===== src/rtl/hex_field.sv =====
// hex_field: two-stage overlay that renders a DIGITS-wide hex value as ASCII
// codes at a fixed character cell on the VGA text grid. The video stream
// passes through unchanged with the same 2-cycle latency as char_code.
// Optional leading-zero blanking is enabled by defining HEX_FIELD_LZB_EN.

// Nibble to uppercase ASCII hex digit.
module hex_field_nib2asc (
  input  logic [3:0] nib,
  output logic [7:0] asc
);
  // 0..9 -> '0'..'9', A..F -> 'A'..'F'
  always_comb begin
    asc = (nib < 4'd10) ? (8'h30 + {4'h0, nib}) : (8'h37 + {4'h0, nib});
  end
endmodule

module hex_field #(
  parameter int DIGITS  = 4,
  parameter int COL     = 9,
  parameter int ROW     = 8,
  parameter int ZOOM    = 2,
  parameter int FRAME_Y = 480
) (
  input  logic                  px_clk,
  input  logic                  reset,
  input  logic [4*DIGITS-1:0]   value_i,
  input  logic                  value_valid,
  input  logic [25:0]           RGBStr_i,
  output logic [25:0]           RGBStr_o,
  output logic [7:0]            char_code,
  output logic                  pending
);
  localparam int VW = 4 * DIGITS;
  localparam int SH = 3 + ZOOM;
  localparam int IW = (DIGITS > 1) ? $clog2(DIGITS) : 1;

  typedef struct packed {
    logic [25:0]   str;
    logic          in_field;
    logic [IW-1:0] idx;
  } s1_t;

  logic [9:0]  x, y, col, row;
  logic        av, commit;
  logic        in_field_c;
  logic [IW-1:0] idx_c;
  s1_t         s1;

  logic [VW-1:0] shadow_r, disp_r, disp_nxt;
  logic          disp_ld;
  logic [DIGITS-1:0][7:0] asc;
  logic          show;

  assign x   = RGBStr_i[22:13];
  assign y   = RGBStr_i[12:3];
  assign av  = RGBStr_i[0];
  assign col = x >> SH;
  assign row = y >> SH;

  // Commit point is the first pixel of the first blanking line.
  assign commit = (x == 10'd0) && (y == 10'(FRAME_Y));

  // Field hit test and digit index for the stage-1 register.
  always_comb begin
    in_field_c = av && (row == 10'(ROW)) && (col >= 10'(COL)) &&
                 ({1'b0, col} < 11'(COL + DIGITS));
    idx_c      = IW'(col - 10'(COL));
  end

  // Next displayed value: a same-cycle load bypasses the shadow register.
  always_comb begin
    disp_ld  = 1'b0;
    disp_nxt = shadow_r;
    if (commit) begin
      if (value_valid) begin
        disp_ld  = 1'b1;
        disp_nxt = value_i;
      end else if (pending) begin
        disp_ld  = 1'b1;
      end
    end
  end

`ifdef HEX_FIELD_LZB_EN
  // Blank mask indexed like idx (0 = MSD); the LSD is never blanked.
  function automatic logic [DIGITS-1:0] lzb_mask(input logic [VW-1:0] v);
    logic run;
    lzb_mask = '0;
    run      = 1'b1;
    for (int k = 0; k < DIGITS; k++) begin
      run = run && (v[4*(DIGITS-1-k) +: 4] == 4'h0);
      lzb_mask[k] = run && (k != DIGITS - 1);
    end
  endfunction

  logic [DIGITS-1:0] blank_r;

  // Mask is recomputed only when the displayed value changes.
  always_ff @(posedge px_clk) begin
    if (reset)        blank_r <= lzb_mask('0);
    else if (disp_ld) blank_r <= lzb_mask(disp_nxt);
  end

  assign show = !blank_r[s1.idx];
`else
  assign show = 1'b1;
`endif

  // Shadow, displayed value and pending flag.
  always_ff @(posedge px_clk) begin
    if (reset) begin
      shadow_r <= '0;
      disp_r   <= '0;
      pending  <= 1'b0;
    end else begin
      if (value_valid) shadow_r <= value_i;
      if (disp_ld)     disp_r   <= disp_nxt;
      if (commit)           pending <= 1'b0;
      else if (value_valid) pending <= 1'b1;
    end
  end

  // One encoder per digit; asc[g] belongs to idx g (g = 0 is the MSD).
  for (genvar g = 0; g < DIGITS; g++) begin : g_dig
    hex_field_nib2asc u_nib (
      .nib (disp_r[4*(DIGITS-1-g) +: 4]),
      .asc (asc[g])
    );
  end

  // Stage 1: register stream with hit flag and digit index.
  always_ff @(posedge px_clk) begin
    if (reset) s1 <= '0;
    else       s1 <= '{str: RGBStr_i, in_field: in_field_c, idx: idx_c};
  end

  // Stage 2: select digit glyph code and register the aligned stream.
  always_ff @(posedge px_clk) begin
    if (reset) begin
      RGBStr_o  <= '0;
      char_code <= 8'h00;
    end else begin
      RGBStr_o  <= s1.str;
      char_code <= (s1.in_field && show) ? asc[s1.idx] : 8'h00;
    end
  end
endmodule


===== config.mk =====
export PLATFORM = sky130hd
export DESIGN_NAME = hex_field
export DESIGN_NICKNAME = d
export VERILOG_FILES = /design/src/rtl/hex_field.sv
export SDC_FILE = /design/constraint.sdc
export NUM_CORES = 1
export LEC_CHECK = 0
export BUFFER_PORTS_ARGS = -buffer_cell sky130_fd_sc_hd__buf_4
export CAP_MARGIN = 20
export CORE_MARGIN = 3
export CORE_UTILIZATION = 54
export DETAILED_ROUTE_END_ITERATION = 16
export PLACE_DENSITY = 0.79
export SYNTH_ARGS = -nofsm -noshare
export SYNTH_HDL_FRONTEND = slang
export SYNTH_HIERARCHICAL = 1
export SYNTH_SLANG_ARGS = --single-unit
export TNS_END_PERCENT = 100

===== constraint.sdc =====
create_clock -name px_clk -period 3.1 [get_ports px_clk]
set_clock_uncertainty 0.05 [all_clocks]
set_input_delay 0.62 -clock px_clk [delete_from_list [all_inputs] [get_ports px_clk]]
set_output_delay 0.62 -clock px_clk [all_outputs]
set_load 0.05 [all_outputs]

==> impl_metrics.csv <==
group,metric,value,unit
run_status,status,"complete, no violations",
clock_network,clk_path_buf_depth,2,
final_layout,area_growth,21.19,%
critical_path,slowest_stage,"mux2_2",
final_layout,layout_common_cells,"dfxtp_1 (96), nor2b_1 (84), buf_4 (80)",
final_layout,nFillCells,505,
critical_path,crit_start,"RGBStr_i[16]",
synth,syn_nets,380,
final_layout,final_common_cell,"dfxtp_1",
critical_path,critical_path_buf_inv_count,2,
global_route,grt_use_total,0.1746,
global_route,grt_most_used_layer,"met2",
placement,place_congestion,0.7586,
synth,synthMuxAreaShare,0.1645,
sta,setup_viol,0,
power_and_ir_drop,p_clk_frac,0.328,
critical_path,r2r_start,"disp_r[1]$_SDFFE_PP0P_",
power_and_ir_drop,leakagePower,1.885,nW
floorplanning,rows,29,
sta,period_share,0.6359,
synth,synth_top_family_by_area,"simple AND/OR/NAND/NOR gates",
sta,fmax,507.3,MHz
clock_network,ctsResizeCount,0,
clock_network,numCtsBuffers,9,
power_and_ir_drop,powerDensity,501.9,nW/um^2
critical_path,crit_family,"simple AND/OR/NAND/NOR gates",
run,max_cap_violations,0,
final_layout,n_antenna_cell,0,
sta,hold_violations,0,
critical_path,worst_path_largest_cell_delay,370,ps
sta,finalMaxSlewViolations,0,
synth,yosys.area_share.simple,0.2133,
clock_network,postCtsHoldBufs,0,
final_layout,fin_cells,484,
critical_path,cpMostUsedCell,"buf_4",
synth,synthArstFlopShare,0,
global_route,grtUsageMet3,0.04749,
sta,rsz0062_at_grt,"false",
sta,timing.slew.headroom,0.4403,
critical_path,arrival,2160,ps
critical_path,critPathCaptureType,"register",
drt,postRouteAntennaNets,0,
clock_network,cts-root-buf,"clkbuf_8",
synth,ys_warn_count,6,
clock_network,clkSlewWorstSetupHoldPaths,100,ps
sta,min_period,1971,ps
placement,io_buffers,79,
power_and_ir_drop,ir_drop,331.0,uV
drt,first_pass_iters,4,
drt,avgRoutedWirePerCell,13.07,microns
synth,ys.flop_type,"dfxtp_1",
drt,viasPerCell,4.903,
power_and_ir_drop,switching_share,0.2440,
synth,synth_compound_area_frac,0.03140,
sta,tightest_slew,839.5,ps
final_layout,seq_area,1922,sq um
floorplanning,dieHeight,88.40,microns
clock_network,clock_latency,350,ps
clock_network,post_cts_buffers,0,
critical_path,worst_ep_required_time,3290,ps
critical_path,path_class,"input pin to register",
synth,avgSynthCellArea,11.11,sq um
placement,dp_hpwl,4.547,mm
floorplanning,io_pins,80,
drt,dr_total_vias,2373,
global_route,grt_antenna_before_repair,0,
clock_network,htree_levels,3,
power_and_ir_drop,seqPwrFrac,0.580,
drt,routed_wl,6.324,mm
synth,synth-seq-cells,96,
drt,drt_iter0_drc,85,
synth,ys_seq_area_frac,0.5242,
placement,placedCellCount,469,
global_route,grtUsageMet1,0.2241,
global_route,grt_pass1_vias,2328,
final_layout,multiInputGateArea,1613,sq um
drt,drc_errors,0,
critical_path,startpoint_type,"input pin",
synth,synthAdderAreaFrac,0.01706,
power_and_ir_drop,p_sw,0.0005440,W
sta,tns,0,ps
min_path,min_path_type,"register to register",
floorplanning,start_util,0.5676,
global_route,grt_max_degree,89,
synth,yosys.area_share.xor_xnor,0.009556,
floorplanning,die-area,7814,sq um
synth,netlist_instances,330,
floorplanning,coreArea,6459,sq um
power_and_ir_drop,comb_power_share,0.092,
synth,synth.distinct_cells,33,
floorplanning,die_x,88.40,microns
synth,syn_area,3666,sq um
synth,synth-edff-count,0,
clock_network,clkSinkCount,96,
final_layout,drive_above_1_share,0.3120,
global_route,grt_pass1_wl,10.58,mm
final_layout,final_net_count,453,
global_route,overflow,0,
clock_network,cts_tree,"built",
critical_path,cp_cell_sequence,"buf_4 -> nor3_1 -> nand3_1 -> nor4b_4 -> buf_4 -> mux2_2",
global_route,grt_util_met2,0.2774,
power_and_ir_drop,intPower,0.001686,W
critical_path,cp_max_fo,16,
min_path,min-delay-start,"s1[25]$_SDFF_PP0_",
path summary, 6_finish.rpt:
path	cells past startpoint	end	slack [ps]
worst min register to register	1	RGBStr_o[22]$_SDFF_PP0_	390
worst max-delay path	6	disp_r[15]$_SDFFE_PP0P_	1130
worst min-delay path	1	RGBStr_o[22]$_SDFF_PP0_	390
worst max register to register	6	char_code[2]$_SDFF_PP0_	1250
power groups by stage:
stage	combinational [W]	clock, W	sequential, W
floorplan	0.0000830	0	0.00137
global placement	0.000203	0	0.00132
detailed placement	0.000207	0	0.00132
CTS	0.000208	0.000747	0.00130
global route	0.000223	0.000800	0.00130
finish	0.000205	0.000731	0.00129
sequential cells by signal, indices dropped and copies added, names as in the netlist:
signal and flops:
pending 1, RGBStr_o 26, char_code 8, s1 29, shadow_r 16, disp_r 16
routing by layer:
| metal | wire length, microns | vias to the layer above |
|---|---|---|
| met5 | 0 | - |
| met4 | 134 | 0 |
| met3 | 324 | 13 |
| met2 | 2966 | 56 |
| met1 | 2897 | 1081 |
| li1 | - | 1223 |
cells in the mapped netlist, types with 2 or more instances:
cell,number,area [sq um]
a21oi_1,9,45.04
buf_2,3,15.01
buf_4,4,30.03
clkbuf_1,10,37.54
conb_1,4,15.01
dfxtp_1,96,1922
ha_1,5,62.56
inv_1,9,33.78
mux2_1,4,45.04
mux2_2,6,67.56
mux2_4,10,150.1
mux2i_1,16,160.2
mux4_2,8,180.2
nand2_2,4,25.02
nand3_1,2,10.01
nor2_1,23,86.33
nor2b_1,84,525.5
nor3_1,3,15.01
nor3b_1,4,30.03
o21a_1,4,30.03
o21ai_0,4,20.02
o21ai_1,4,20.02
xnor2_1,4,35.03
per-stage QoR:
stage | total power, W | area (sq um) | util | setup WS [ps] | hold WS [ps]
2_1_floorplan | 0.001450 | 3666 | - | 974.8 | 363.8
3_3_place_gp | 0.001526 | 4265 | 0.6604 | 769.1 | 364.4
3_5_place_dp | 0.001531 | 4265 | 0.6604 | 743.0 | 370.4
4_1_cts | 0.002250 | 4443 | 0.6879 | 1119 | 388.8
5_1_grt | 0.002323 | 4443 | 0.6879 | 1014 | 398.3
6_report | 0.002230 | 4443 | 0.6879 | 1129 | 385.3
layout make-up:
type	instances	area share
multi-input cells	207	0.3630
clock inverters	5	0.009012
repair buffers	80	0.1352
clock buffers	10	0.03098
inverters	9	0.007603
well taps	77	0.02168
flip-flops and latches	96	0.4326
worst register-to-register path: cells and delay by family (launching register included):
family,cells,cell delay [ps]
muxes,2,770
DFF,1,430
and+or+nand+nor,2,210
adders and majority gates,1,210
buffers and inverters,1,70
kinds of logic (layout without fill, tap and decap cells):
kind of cell	count (synthesis)	in the layout
AND/OR/NAND/NOR	129	129
flip-flops	96	96
multiplexers	44	44
buffers and inverters	27	104
AO/OA/AOI/OAI	21	21
adder cells (fa/ha/maj)	5	5
other	4	4
XOR/XNOR	4	4
Power figures use the tool's default switching activity.
